`src/rtl/led_mode_pkg.sv`:
```
// Shared mode encoding for the board-UI LED mode controller.
// The two-bit mode value is also the encoding driven onto the mode output.
package led_mode_pkg;

  localparam int MODE_W = 2;

  localparam logic [MODE_W-1:0] MODE_BLINK   = 2'd0;
  localparam logic [MODE_W-1:0] MODE_WALK_L  = 2'd1;
  localparam logic [MODE_W-1:0] MODE_WALK_R  = 2'd2;
  localparam logic [MODE_W-1:0] MODE_BREATHE = 2'd3;

endpackage

```
`src/rtl/key_debounce.sv`:
```
// One push-button: two-flop synchroniser, then a counter that accepts a new level only
// after DEBOUNCE_CYCLES consecutive samples that differ from the current debounced level.
module key_debounce #(
  parameter int DEBOUNCE_CYCLES = 8192
) (
  input  logic clk_50m,
  input  logic rst,
  input  logic key_raw,
  output logic level,
  output logic pulse
);

  localparam int CNT_W = $clog2(DEBOUNCE_CYCLES);
  localparam logic [CNT_W-1:0] CNT_LAST = CNT_W'(DEBOUNCE_CYCLES - 1);

  logic             s1_q, s2_q;
  logic             level_q, level_d;
  logic             pulse_q, pulse_d;
  logic [CNT_W-1:0] cnt_q, cnt_d;

  // NOTE: every output of this block gets a default first, so no path leaves one unassigned and no latch is inferred.
  always_comb begin
    cnt_d   = '0;
    level_d = level_q;
    pulse_d = 1'b0;
    if (s2_q != level_q) begin
      if (cnt_q == CNT_LAST) begin
        level_d = s2_q;
        pulse_d = s2_q;
      end else begin
        cnt_d = cnt_q + CNT_W'(1);
      end
    end
  end

  // NOTE: state is updated with non-blocking assignments so every flop samples pre-edge values.
  always_ff @(posedge clk_50m or posedge rst) begin
    if (rst) begin
      s1_q    <= 1'b0;
      s2_q    <= 1'b0;
      level_q <= 1'b0;
      pulse_q <= 1'b0;
      cnt_q   <= '0;
    end else begin
      s1_q    <= key_raw;
      s2_q    <= s1_q;
      level_q <= level_d;
      pulse_q <= pulse_d;
      cnt_q   <= cnt_d;
    end
  end

  assign level = level_q;
  assign pulse = pulse_q;

endmodule

```
`src/rtl/led_mode_ctrl.sv`:
```
// Board-UI LED controller: debounced keys step through four LED modes, and a free-running
// prescaler paces the blink/walk patterns and the breathe PWM.
module led_mode_ctrl
  import led_mode_pkg::*;
#(
  parameter int NUM_KEYS        = 2,
  parameter int NUM_LEDS        = 4,
  parameter int DEBOUNCE_CYCLES = 8192,
  parameter int STEP_BITS       = 26,
  parameter int PWM_BITS        = 8
) (
  input  logic                clk_50m,
  input  logic                rst,
  input  logic [NUM_KEYS-1:0] key,
  output logic [NUM_LEDS-1:0] led,
  output logic [MODE_W-1:0]   mode,
  output logic [NUM_KEYS-1:0] key_level,
  output logic [NUM_KEYS-1:0] key_pulse
);

  localparam logic [PWM_BITS-1:0] DUTY_MAX = '1;

  for (genvar g = 0; g < NUM_KEYS; g++) begin : g_key
    key_debounce #(
      .DEBOUNCE_CYCLES(DEBOUNCE_CYCLES)
    ) u_debounce (
      .clk_50m(clk_50m),
      .rst    (rst),
      .key_raw(key[g]),
      .level  (key_level[g]),
      .pulse  (key_pulse[g])
    );
  end

  logic [STEP_BITS-1:0] prescaler_q;
  logic [MODE_W-1:0]    mode_q, mode_d;
  logic [NUM_LEDS-1:0]  led_q, led_d;
  logic [PWM_BITS-1:0]  duty_q, duty_d;
  logic                 dir_down_q, dir_down_d;
  logic                 reload;

  logic                step_tick, fine_tick;
  logic [PWM_BITS-1:0] pwm_cnt;

  assign step_tick = &prescaler_q;
  assign fine_tick = &prescaler_q[STEP_BITS-PWM_BITS-1:0];
  assign pwm_cnt   = prescaler_q[PWM_BITS-1:0];

  // Simultaneous next/previous presses cancel out and do not count as a mode entry.
  always_comb begin
    mode_d = mode_q;
    reload = 1'b0;
    case ({key_pulse[1], key_pulse[0]})
      2'b01: begin
        mode_d = mode_q + MODE_W'(1);
        reload = 1'b1;
      end
      2'b10: begin
        mode_d = mode_q - MODE_W'(1);
        reload = 1'b1;
      end
      default: ;
    endcase
  end

  always_comb begin
    led_d      = led_q;
    duty_d     = duty_q;
    dir_down_d = dir_down_q;
    if (reload) begin
      case (mode_d)
        MODE_BLINK:  led_d = '1;
        MODE_WALK_L: led_d = NUM_LEDS'(1);
        MODE_WALK_R: led_d = {1'b1, {(NUM_LEDS-1){1'b0}}};
        default: begin
          led_d      = '0;
          duty_d     = '0;
          dir_down_d = 1'b0;
        end
      endcase
    end else begin
      case (mode_q)
        MODE_BLINK:  if (step_tick) led_d = ~led_q;
        MODE_WALK_L: if (step_tick) led_d = {led_q[NUM_LEDS-2:0], led_q[NUM_LEDS-1]};
        MODE_WALK_R: if (step_tick) led_d = {led_q[0], led_q[NUM_LEDS-1:1]};
        default: begin
          led_d = {NUM_LEDS{pwm_cnt < duty_q}};
          // The ramp dwells one fine tick at each end while the direction turns.
          if (fine_tick) begin
            if (!dir_down_q) begin
              if (duty_q == DUTY_MAX) dir_down_d = 1'b1;
              else                    duty_d     = duty_q + PWM_BITS'(1);
            end else begin
              if (duty_q == '0) dir_down_d = 1'b0;
              else              duty_d     = duty_q - PWM_BITS'(1);
            end
          end
        end
      endcase
    end
  end

  always_ff @(posedge clk_50m or posedge rst) begin
    if (rst) begin
      prescaler_q <= '0;
      mode_q      <= MODE_BLINK;
      led_q       <= '0;
      duty_q      <= '0;
      dir_down_q  <= 1'b0;
    end else begin
      prescaler_q <= prescaler_q + STEP_BITS'(1);
      mode_q      <= mode_d;
      led_q       <= led_d;
      duty_q      <= duty_d;
      dir_down_q  <= dir_down_d;
    end
  end

  assign led  = led_q;
  assign mode = mode_q;

endmodule
```
`config.mk`:
```
export PLATFORM = sky130hd
export DESIGN_NAME = led_mode_ctrl
export DESIGN_NICKNAME = d
export VERILOG_FILES = /design/src/rtl/led_mode_pkg.sv /design/src/rtl/key_debounce.sv /design/src/rtl/led_mode_ctrl.sv
export SDC_FILE = /design/constraint.sdc
export NUM_CORES = 1
export LEC_CHECK = 0
export ABC_AREA = 1
export CELL_PAD_IN_SITES_DETAIL_PLACEMENT = 2
export CELL_PAD_IN_SITES_GLOBAL_PLACEMENT = 2
export CORE_UTILIZATION = 41
export DETAILED_ROUTE_END_ITERATION = 8
export PLACE_DENSITY_LB_ADDON = 0.3
export SYNTH_ARGS = -nofsm -noshare
export SYNTH_HDL_FRONTEND = slang
export SYNTH_HIERARCHICAL = 1
export SYNTH_SLANG_ARGS = --single-unit
```
`constraint.sdc`:
```
create_clock -name clk_50m -period 4.33 [get_ports clk_50m]
set_clock_uncertainty 0.2 [all_clocks]
set_input_delay 1.0825 -clock clk_50m [delete_from_list [all_inputs] [get_ports clk_50m]]
set_output_delay 1.0825 -clock clk_50m [all_outputs]
set_load 0.01 [all_outputs]
```
======== Yosys cells after proc, flatten, opt, wreduce, memory -nomap -nowiden ========
Index checks and enable logic that the tools add are counted.
Widths: inputs -> output; s select.
storage, ports and cells
  register bits ........................... 75
  input bits .............................. 4
  output and inout port bits .............. 10
  word-level logic and storage cells ...... 86
operators by class
  add/sub/neg operators ................... 7
  $lt $le $gt $ge ......................... 1
  equality and inequality tests ........... 18
  multiplexer cells ....................... 30
  bitwise logic cells ..................... 1
  reductions and logical operators ........ 14
operators by type and width
  cell                   number
  $mux 8                 7
  $mux 13                4
  $add 13x1->13 const B  2
  $add 26x1->26 const B  1
  $eq 13x13->1 const B   2
  $reduce_and 26->1      1
  $pmux 4 s3             2
  $reduce_and 18->1      1
  $mux 4                 4
  $ne 3x3->1 const B     5
  $mux 1                 12
  $add 8x1->8 const B    1
  $eq 8x8->1 const B     1
  $logic_not 8->1        1
  $lt 8x8->1             1
  $sub 8x1->8 const B    1
  $eq 2x1->1 const B     3
  $eq 2x2->1 const B     3
  $reduce_and 3->1       2
  $reduce_or 3->1        2
  $reduce_and 5->1       1
  $logic_not 2->1        2
  $not 4->4              1
  $pmux 2 s2             1
  other kinds (8)        10

======== Logic depth before layout (Yosys ltp) ========
Gate-level depths: netlist (run 1).
  depth after elaboration ................. 6
  gate-level depth with buffers ........... 11
  mapped depth without buffers ............ 11

======== Modules after synthesis ========
Netlist (run 1), hierarchy kept.
modules (own cells, without submodules)
  module         times used  cells each  area each (um^2)  seq. area each (um^2)
  led_mode_ctrl  1           325         2665.1            1026.0
  key_debounce   2           95          812.0             425.4

======== Least setup slack after synthesis (run 1) ========
OpenSTA, ideal clock, no wires.
  path type ............................... flip-flop to flip-flop
  start ................................... register mode_q[0], in the netlist mode[0]
  end ..................................... register duty_q[1]
  library setup time ...................... 0.117 ns
  data arrival time ....................... 1.610 ns
  required time ........................... 4.013 ns
  path slack .............................. 2.403 ns
  cell stages (with the launch flop) ...... 12
  path buffers ............................ 1
  period minus slack after synthesis ...... 1.927 ns
  cell sequence ........................... dfrtp_1 > inv_1 > ha_1 > inv_1 > nor2_1 > nor3_1 > nand2_1 > nand2_2 > nand2_2 > buf_6 > nand2_2 > o21ai_2
on the way
  word-level cells in the longest chain between the ends .. 6
  elaborated cells on any way between the ends .. 14
  those cells by class .................... 2 x add/sub; 6 x eq/ne; 1 x mux; 5 x reduce/logical
RTL lines
  element                                     RTL line                                  text
  start: declaration                          led_mode_ctrl.sv:36                       logic [MODE_W-1:0] mode_q, mode_d;
  start signal: assignment                    led_mode_ctrl.sv:112                      mode_q <= mode_d;
  $sub 2x1->2 or $add 2x1->2 (tied branches)  led_mode_ctrl.sv:59, led_mode_ctrl.sv:55
  $pmux 2 s2                                  led_mode_ctrl.sv:53                       case ({key_pulse[1], key_pulse[0]})
  $eq 2x2->1, or another cell as far along    led_mode_ctrl.sv:71                       case (mode_d)
  $reduce_or 3->1 (no source line)            n/a
  $ne 2x2->1 (no source line)                 n/a
  $reduce_and 5->1 (no source line) (*)       n/a
  end signal: assignment                      led_mode_ctrl.sv:114                      duty_q <= duty_d;
  end: declaration                            led_mode_ctrl.sv:38                       logic [PWM_BITS-1:0] duty_q, duty_d;
Mark *: on every way between the ends. The rest lies on a longest branch, timed or not.
A chain may end at the register's enable or synchronous reset.

======== Worst setup path after layout (run 1) ========
  start ................................... register g_key[0].u_debounce.level_q
  end ..................................... output port key_level[0]
RTL lines
  element                   RTL line             text
  start: declaration        key_debounce.sv:17   logic level_q, level_d;
  start signal: assignment  key_debounce.sv:47   level_q <= level_d;
  end: declaration          led_mode_ctrl.sv:17  output logic [NUM_KEYS-1:0] key_level,
No word-level cell between the ends.

==> metrics.cfg, run 1 <==
[worst_setup_path]
cp_slowest_stage_delay_ns=0.59
timing.critical_path.buf_inv=1
crit_fanout=4
worstSetupPathType=reg2out
worstPathRequired_ns=3.05
critPathCaptureType=output port
path_cells=clkdlybuf4s50_1
reg2reg_from=g_key[0].u_debounce/pulse
cp_data_arrival_time_ns=1.42
start_kind=register
r2r-end=duty_q[7]
r2r_slack_ns=1.83
crit_slowest_cell=clkdlybuf4s50_1
critPathTopFamily=buffers and inverters
reg2regPathDepth=11

[route]
drtAntennaViolNets=0
dr_total_vias=3528
drtPass1Iterations=4
viasPerCell=5.234
totalWireLength_um=12030
dr.first_iter.drc_count=128
drc_errors=0
wire_per_inst_um=17.85

[cells_and_area]
fin_cells=674
nFillCells=1135
fin_util=0.4804
fin_nets=563
drive_gt1_frac=0.09427
diodes=0
multiInputGateArea_sq_mm=0.002127
seq_area_sq_mm=0.001877
syn_to_final_growth_pct=11.49

[clock_network]
numCtsBuffers=9
cts_tree=built
clk_pin_slew_ns=0.08
clk_latency_ns=0.36
cts_max_path_buffers=2
hold_buffers=0
clkSinkCount=75
cts-root-buf=clkbuf_8
cts_setup_buffers=0
htreeDepth=3
post_cts_resized=0

[timing]
final_hold_viol_count=0
max_slew_margin=0.3442
rsz0062_at_grt=no
drv_slew=0
tns_ns=0
layout_min_cycle_time_ns=2.703
setup_viol=0
fmax_mhz=370.0
max_slew.worst_pin.slew_ns=0.9826
post-route-period-util=0.6242

[placed_design]
routabilityCongestion=0.7634
io_buffers=13
post-dp-hpwl_um=8723
place_inst=658

[synth]
yosys.area.top_type=dfrtp_1
postSynthCellCount=515
ys_ff_latch=75
avgSynthCellArea_sq_um=8.328
synth-edff-count=0
yosys-top-cells-area=dfrtp_1 (44%), nand2_1 (10%), ha_1 (6.4%)
ys_top_cells_by_count=nand2_1 (115), dfrtp_1 (75), nor2_1 (67)
synth_top_area_frac=0.4376
dominantRegCellSynth=dfrtp_1
synth_cell_types=34
yosysWarnings=6
synth-seq-area-share=0.4376
synth_area_sq_mm=0.004289
syn_nets=542
synthArstFlopShare=1.000
yosys.cell_count.top_type=nand2_1

[worst_hold_path]
hold_path_class=reg2reg
min_to=g_key[0].u_debounce/s2_q
worstHoldPathCells=0
worstHoldStart=g_key[0].u_debounce/s1_q

[pwr]
ir_drop_mv=0.1521
p_leak_uw=0.002359
powerDensity_mw_per_mm2=284.3

[global_route]
grt_use_total=0.2450
grt_start_max_net_pins=26
grt_overflow=0
grt_pass1_wl_um=21020
grt_pass1_vias=4201
antenna_found_initial=0

[floorplanning]
initial_core_util=0.4309
boundaryPins=14
fp-row-count=36
die_area_sq_mm=0.01087
core-area_sq_mm=0.009955
die_height_um=104.3
die_w_um=104.3

[flow_run]
cap_violations=0

[outcome]
status=complete, no violations

==> cells in the final DEF, fill, tap and decap left out, drive strengths merged <==
cell type	n
buf	1
xnor2	11
a22o	4
dfrtp	75
ha	22
a21oi	15
a31oi	1
nor2	78
nand3	35
fa	1
nor3b	2
nand2	125
a21boi	1
o21ai	10
clkdlybuf4s50	13
inv	68
a21o	4
bufinv	2
nand4	13
xor2	24
clkinv	2
clkbuf	12
nor3	14
nand3b	5
o21a	1
o21bai	2
==> state kept, by name, indices dropped and copies added (netlist names) <==
name                    count
prescaler_q                26
g_key.u_debounce/s2_q       2
duty_q                      8
g_key.u_debounce/pulse      2
g_key.u_debounce/level      2
g_key.u_debounce/cnt_q     26
led                         4
dir_down_q                  1
mode                        2
g_key.u_debounce/s1_q       2
==> per-stage QoR <==
stage / total power, uW / instance area (sq um) / hold slack, ns / setup WS [ns]
global route: 1408 / 4782 / 0.1782 / 1.547
CTS: 1377 / 4782 / 0.1725 / 1.597
detailed placement: 758.9 / 4563 / 0.1491 / 1.538
floorplan: 745.3 / 4289 / 0.1312 / 2.102
finish: 1359 / 4782 / 0.1662 / 1.627
global placement: 756.2 / 4563 / 0.1336 / 1.614
==> how the worst max path moves through the flow <==
| stage | depth (start not counted) | slack (ns) | startpoint | endpoint |
|---|---|---|---|---|
| floorplan | 1 | 2.10 | rst | dir_down_q |
| global placement | 3 | 1.61 | rst | duty_q[7] |
| detailed placement | 3 | 1.54 | rst | duty_q[6] |
| CTS | 1 | 1.60 | g_key[0].u_debounce/level | key_level[0] |
| global route | 11 | 1.55 | g_key[0].u_debounce/pulse | duty_q[4] |
| finish | 1 | 1.63 | g_key[0].u_debounce/level | key_level[0] |
==> cells by family after synthesis <==
family,count (synthesis),share of synthesized area
simple gates,272,0.2967
flops,75,0.4376
buf+inv,72,0.06651
compound gates,38,0.05543
xor+xnor,35,0.07497
fa+ha+maj,23,0.06884
==> cell type report <==
type | instances | area share
inverters | 68 | 0.05338
clock inverters | 4 | 0.01544
clock buffers | 12 | 0.03035
well taps | 133 | 0.03480
repair buffers | 14 | 0.02878
flip-flops and latches | 75 | 0.3925
multi-input cells | 368 | 0.4448
==> report_power, final <==
| part | leakage [uW] | switching (uW) | internal [uW] |
|---|---|---|---|
| Clock | 0.000111 | 274 | 341 |
| Combinational | 0.00123 | 25.3 | 8.53 |
| Sequential | 0.00102 | 4.31 | 706 |
==> per-layer routing <==
metal | vias to the layer above | wire length, um | GRT usage
met2 | 42 | 6603 | 0.4593
li1 | 1676 | - | -
met4 | 0 | 165 | 0.08265
met1 | 1797 | 4958 | 0.2787
met3 | 13 | 302 | 0.04010
met5 | - | 0 | 0
Note: power is estimated with default switching activity, not from simulation.
==> run 2: changes to the inputs <==
--- a/config.mk
+++ b/config.mk
@@ -8,7 +8,7 @@
 export ABC_AREA = 1
 export CELL_PAD_IN_SITES_DETAIL_PLACEMENT = 2
 export CELL_PAD_IN_SITES_GLOBAL_PLACEMENT = 2
-export CORE_UTILIZATION = 41
+export CORE_UTILIZATION = 34
 export DETAILED_ROUTE_END_ITERATION = 8
 export PLACE_DENSITY_LB_ADDON = 0.3
 export SYNTH_ARGS = -nofsm -noshare
==> constraint.sdc (replaced) <==
create_clock -name clk_50m -period 2.46 [get_ports clk_50m]
set_clock_uncertainty 0.2 [all_clocks]
set_input_delay 0.615 -clock clk_50m [delete_from_list [all_inputs] [get_ports clk_50m]]
set_output_delay 0.615 -clock clk_50m [all_outputs]
set_load 0.01 [all_outputs]
==> run 2 against run 1 <==
Design area is 4.5% higher. Combinational power is 87% higher. First-iteration DRC count is 16% lower. Sequential power is 76% higher. Critical endpoint is now duty_q[6]. Flip-flop and latch count stayed put.
==> metrics.cfg, run 2 (synthesis gave the netlist of run 1 again) <==
[floorplanning]
die_area_sq_mm=0.01307  ; +20%
initial_core_util=0.3527  ; -0.07819
die_height_um=114.3  ; +9.6%
boundaryPins=14  ; unchanged
core-area_sq_mm=0.01216  ; +22%
die_w_um=114.3  ; +9.6%
fp-row-count=40  ; +11%

[route]
drc_errors=0  ; unchanged
top_layer_used=met4
totalWireLength_um=10920  ; -9.2%
drtAntennaViolNets=0  ; unchanged
wire_per_inst_um=15.34  ; -14%
dr_total_vias=3442  ; -2.4%
drtPass1Iterations=4  ; unchanged
viasPerCell=4.834  ; -7.6%
wl_met1_um=4706  ; -5.1%
dr.first_iter.drc_count=108  ; -16%
met3_wirelength_um=210  ; -30%
dr_wl_met2_um=5803  ; -12%

[flow_run]
cap_violations=0  ; unchanged

[worst_setup_path]
reg2reg_from=g_key[0].u_debounce/pulse
cp_data_arrival_time_ns=2.23  ; +0.81 ns
worstPathRequired_ns=2.49  ; -0.56 ns
start_kind=register
worstSetupPathType=reg2reg
startpoint=g_key[0].u_debounce/pulse
crit_fanout=12  ; +8
critPathCaptureType=register

[clock_network]
htreeDepth=3  ; unchanged
clk_pin_slew_ns=0.06  ; -0.02 ns
clk_latency_ns=0.34  ; -0.02 ns
numCtsBuffers=9  ; unchanged
hold_buffers=0  ; unchanged
cts_max_path_buffers=2  ; unchanged
cts_setup_buffers=0  ; unchanged
cts_tree=built
clkSinkCount=75  ; unchanged
cts-root-buf=clkbuf_16
post_cts_resized=0  ; unchanged

[timing]
layout_min_cycle_time_ns=2.197
max_slew_margin=0.7016  ; +0.3574
final_hold_viol_count=0  ; unchanged
max_slew.worst_pin.slew_ns=0.4476  ; -0.5350 ns
tns_ns=0  ; unchanged
rsz0062_at_grt=no
drv_slew=0  ; unchanged
fmax_mhz=455.2
setup_viol=0  ; unchanged
post-route-period-util=0.8930

[placed_design]
post-dp-hpwl_um=8443  ; -3.2%
placed_cell_area_sq_mm=0.004649  ; +1.9%
routabilityCongestion=0.7378  ; -3.4%
io_buffers=13  ; unchanged

[cells_and_area]
final_cell_mix=nand2_1 (115), dfrtp_1 (75), nor2_1 (67), inv_1 (64), nand3_1 (32)
reg_top3=g_key.u_debounce/cnt_q: 26 flops, prescaler_q: 26 flops, duty_q: 8 flops
drive_gt1_frac=0.1029  ; +0.008671
fin_nets=567  ; +0.71%
diodes=0  ; unchanged
syn_to_final_growth_pct=16.48
fin_util=0.4108  ; -0.06959
nFillCells=1370  ; +21%
layout_commonest_cell=nand2_1
finalInstanceArea_sq_mm=0.004996  ; +4.5%

[global_route]
grt_pass1_wl_um=19380  ; -7.8%
grt_overflow=0  ; unchanged
antenna_found_initial=0  ; unchanged
grt_use_total=0.1909  ; -0.05405
grt_start_max_net_pins=42  ; +62%
grt_pass1_vias=3991  ; -5.0%

[pwr]
p_leak_uw=0.002439  ; +3.4%
ir_drop_mv=0.3572  ; +130%
powerDensity_mw_per_mm2=571.2  ; +100%

[worst_hold_path]
hold_path_class=reg2reg
worstHoldStart=g_key[1].u_debounce/s1_q

[outcome]
status=complete, no violations

[run 2: cell types whose count changed in the layout (fill, tap and decap cells not counted)]
cell | before | now
buf_12 | 0 | 1
clkbuf_8 | 10 | 1
clkinv_2 | 1 | 0
clkbuf_16 | 0 | 9
nor3_2 | 0 | 1
bufinv_16 | 2 | 3
nor3_1 | 13 | 12
buf_4 | 1 | 4
clkbuf_1 | 2 | 1
[run 2: critical path: stages, from the launching register on]
cell and delay [ns]:
dfrtp_1 0.37, inv_1 0.06, ha_1 0.48, nand4_1 0.14, nor2_1 0.11, nand4_1 0.11, nand2_1 0.09, inv_1 0.05
nand2_2 0.22, inv_2 0.11, nand2_1 0.08, nand2_1 0.05
[run 2: worst paths after layout]
check,cells past startpoint,to,slack [ns]
max in group asynchronous,3,duty_q[0],1.31
worst min-delay path,0,g_key[1].u_debounce/s2_q,0.16
worst max register to register,11,duty_q[6],0.26
worst min register to register,0,g_key[1].u_debounce/s2_q,0.16
min in group asynchronous,3,g_key[1].u_debounce/pulse,0.49
worst max-delay path,11,duty_q[6],0.26
[run 2: stage by stage]
step	cells	setup WS (ns)	hold slack, ns	total power, uW
3_3_place_gp	697	0.3789	0.1397	1338
4_1_cts	712	0.1875	0.1596	2895
2_1_floorplan	515	0.5327	0.1312	1312
6_report	712	0.2631	0.1564	2854
5_1_grt	712	0.008621	0.1749	2944
3_5_place_dp	697	0.2076	0.1466	1341
[run 2: area by class of cell]
type | count | area (sq um) | share of cell area
well taps | 168 | 210.2 | 0.04207
repair buffers | 18 | 180.2 | 0.03606
flip-flops and latches | 75 | 1877 | 0.3757
clock buffers | 11 | 242.7 | 0.04859
inverters | 68 | 255.2 | 0.05109
multi-input cells | 368 | 2132 | 0.4267
clock inverters | 4 | 98.84 | 0.01978
[run 2: power by group]
group	internal (uW)	total (uW)	switching, uW
clock network	1020	1540	523
registers	1240	1250	7.09
logic	19.2	63.2	44.0
[run 2: per-layer routing]
layer,global-route usage,vias up
li1,-,1685
met1,0.2191,1722
met2,0.3523,19
met3,0.03123,16
met4,0.07532,0
met5,0,-
==> run 3: changes to the inputs <==
--- a/config.mk
+++ b/config.mk
@@ -5,10 +5,9 @@
 export SDC_FILE = /design/constraint.sdc
 export NUM_CORES = 1
 export LEC_CHECK = 0
-export ABC_AREA = 1
 export CELL_PAD_IN_SITES_DETAIL_PLACEMENT = 2
 export CELL_PAD_IN_SITES_GLOBAL_PLACEMENT = 2
-export CORE_UTILIZATION = 34
+export CORE_UTILIZATION = 37
 export DETAILED_ROUTE_END_ITERATION = 8
 export PLACE_DENSITY_LB_ADDON = 0.3
 export SYNTH_ARGS = -nofsm -noshare
==> run 3 against run 2 <==
Total power is 18% lower. Sequential share of layout area up 3.3 points. Register-to-register slack got worse by 0.15 ns. Global-route usage shrank 0.13 points. Count of clock-buffer cells in the layout is 1 lower. Design area is 8.1% lower. Worst setup slack got worse by 0.15 ns. Routed wire length is 10% lower. Combinational power shrank 9.8%. Clock power is 32% lower. Fmax decreased by 6.5%. Critical path type unchanged. Critical endpoint is now led[0]. Largest power group is now sequential cells.
==> metrics.cfg, run 3 <==
[clock_network]
clk_pin_slew_ns=0.08  ; +0.02 ns
cts_tree=built
htreeDepth=3  ; unchanged
cts_setup_buffers=0  ; unchanged
clk_latency_ns=0.35  ; about the same
hold_buffers=0  ; unchanged
numCtsBuffers=9  ; unchanged
clkSinkCount=75  ; unchanged
post_cts_resized=0  ; unchanged
cts-root-buf=clkbuf_8
cts_max_path_buffers=2  ; unchanged

[cells_and_area]
multiInputGateArea_sq_mm=0.002009  ; -5.8%
diodes=0  ; unchanged
drive_gt1_frac=0.1179  ; +0.01498
layout_commonest_cell=dfrtp_1
syn_to_final_growth_pct=14.29
nFillCells=1118  ; -18%
fin_nets=446  ; -21%
reg_top3=g_key.u_debounce/cnt_q: 26 flops, prescaler_q: 26 flops, duty_q: 8 flops
seq_area_sq_mm=0.001877  ; unchanged
fin_util=0.4408  ; +0.03004
fin_cells=560  ; -21%
final_cell_mix=dfrtp_1 (75), nor2_1 (44), xnor2_1 (36), inv_1 (26), nand3_1 (22)

[synth]
ys_ff_latch=75  ; unchanged
synth_area_sq_mm=0.004018  ; -6.3%
ys_top_cells_by_count=dfrtp_1 (75), nor2_1 (44), xnor2_1 (36)
synth_top_area_frac=0.4671  ; +0.02957
syn_nets=415  ; -23%
yosys.cell_count.top_type=dfrtp_1
avgSynthCellArea_sq_um=10.35  ; +24%
postSynthCellCount=388  ; -25%
synth-seq-area-share=0.4671  ; +0.02957
synth-edff-count=0  ; unchanged
synthArstFlopShare=1.000  ; unchanged
dominantRegCellSynth=dfrtp_1
synth_cell_types=44  ; +29%
yosys.area.top_type=dfrtp_1
yosys-top-cells-area=dfrtp_1 (47%), xnor2_1 (7.8%), ha_1 (6.9%)
yosysWarnings=6  ; unchanged

[outcome]
status=complete, no violations

[floorplanning]
die_area_sq_mm=0.01128  ; -14%
initial_core_util=0.3857  ; +0.03303
die_height_um=106.2  ; -7.1%
die_w_um=106.2  ; -7.1%
boundaryPins=14  ; unchanged
fp-row-count=37  ; -7.5%
core-area_sq_mm=0.01042  ; -14%

[worst_hold_path]
hold_path_class=reg2reg
worstHoldStart=g_key[0].u_debounce/s1_q

[placed_design]
routabilityCongestion=0.7593  ; +2.9%
place_inst=544  ; -22%
post-dp-hpwl_um=7085  ; -16%
io_buffers=13  ; unchanged

[route]
drtPass1Iterations=4  ; unchanged
dr.first_iter.drc_count=114  ; +5.6%
totalWireLength_um=9795  ; -10%
wire_per_inst_um=17.49  ; +14%
drc_errors=0  ; unchanged
dr_total_vias=2976  ; -14%
drtAntennaViolNets=0  ; unchanged
viasPerCell=5.314  ; +9.9%

[worst_setup_path]
startpoint=g_key[0].u_debounce/pulse
cp_data_arrival_time_ns=2.38  ; +0.15 ns
worstSetupPathType=reg2reg
worstPathRequired_ns=2.49  ; about the same
critPathCaptureType=register
crit_fanout=6  ; -6
reg2reg_from=g_key[0].u_debounce/pulse
start_kind=register

[global_route]
grt_use_total=0.1896  ; -0.001341
grt_overflow=0  ; unchanged
grt_pass1_vias=3412  ; -15%
grt_start_max_net_pins=42  ; unchanged
grt_pass1_wl_um=16750  ; -14%
antenna_found_initial=0  ; unchanged

[timing]
drv_slew=0  ; unchanged
max_slew_margin=0.5550  ; -0.1466
setup_viol=0  ; unchanged
rsz0062_at_grt=no
hold-worst-slack_ns=0.1527  ; -0.003628 ns
final_hold_viol_count=0  ; unchanged
tns_ns=0  ; unchanged
fmax_mhz=425.8  ; -6.5%
max_slew.worst_pin.slew_ns=0.6668  ; +0.2192 ns
post-route-period-util=0.9547  ; +0.06165
layout_min_cycle_time_ns=2.349  ; +0.1516 ns

[pwr]
powerDensity_mw_per_mm2=511.4  ; -10%
ir_drop_mv=0.2691  ; -25%
p_leak_uw=0.002099  ; -14%

[flow_run]
cap_violations=0  ; unchanged

run 3: cell count changes in the layout (fill, tap and decap cells not counted), moves of 9 or more:
cell / previous run / this run
inv_1: 64 / 26
clkbuf_16: 9 / 0
nor2_1: 67 / 44
nand2_1: 115 / 20
nand3_1: 32 / 22
xnor2_1: 11 / 36
and3_1: 0 / 10
run 3: path summary, 6_finish.rpt:
path                       slack, ns                           end  cells after the start
min in group asynchronous       0.52     g_key[1].u_debounce/level                      2
setup reg to reg                0.11                        led[0]                      8
hold / removal                  0.15      g_key[0].u_debounce/s2_q                      0
hold reg to reg                 0.15      g_key[0].u_debounce/s2_q                      0
max in group asynchronous       1.10  g_key[0].u_debounce/cnt_q[9]                      2
setup / recovery                0.11                        led[0]                      8
run 3: power by group:
group | switching (uW) | leakage, uW | total (uW) | internal, uW
registers | 11.0 | 0.00102 | 1250 | 1240
logic | 41.1 | 0.000973 | 57.0 | 15.9
clock network | 464 | 0.000106 | 1040 | 573
run 3: per-layer routing:
layer,vias to the layer above,share of wire,track usage
met5,-,0,0
met1,1528,0.42,0.2134
met2,22,0.54,0.3530
met3,13,0.023,0.03740
li1,1413,-,-
met4,0,0.015,0.06548
run 3: kinds of logic after synthesis:
| logic type | Yosys count | synth area share |
|---|---|---|
| AOI/OAI and AO/OA | 53 | 0.09686 |
| DFF | 75 | 0.4671 |
| and+or+nand+nor | 146 | 0.1884 |
| adders and majority gates | 23 | 0.07350 |
| xor gates and xnor gates | 51 | 0.1112 |
| muxes | 9 | 0.02616 |
| buffers and inverters | 31 | 0.03675 |
run 3: layout make-up:
class | count | share of cell area
Clock inverter | 6 | 0.01962
Clock buffer | 10 | 0.02779
Sequential cell | 75 | 0.4087
Timing Repair Buffer | 25 | 0.04796
Tap cell | 136 | 0.03706
Inverter | 26 | 0.02125
Multi-Input combinational cell | 282 | 0.4376
run 3: metrics by stage:
step | setup slack (ns) | cell area, sq um | power [uW]
after floorplan | 0.1494 | 4018 | 1318
after global placement | 0.1520 | 4358 | 1335
after detailed placement | 0.09439 | 4358 | 1338
after CTS | 0.06462 | 4576 | 2398
after global routing | 0.001707 | 4592 | 2445
final | 0.1115 | 4592 | 2348
run 3: worst max-delay path: stages, from the launching register on:
cell and delay [ns]:
dfrtp_1 0.39, inv_1 0.07, ha_2 0.38, buf_4 0.18, nand2_1 0.14, or2_2 0.36, a21oi_1 0.18, a211oi_1 0.07
mux2_2 0.26
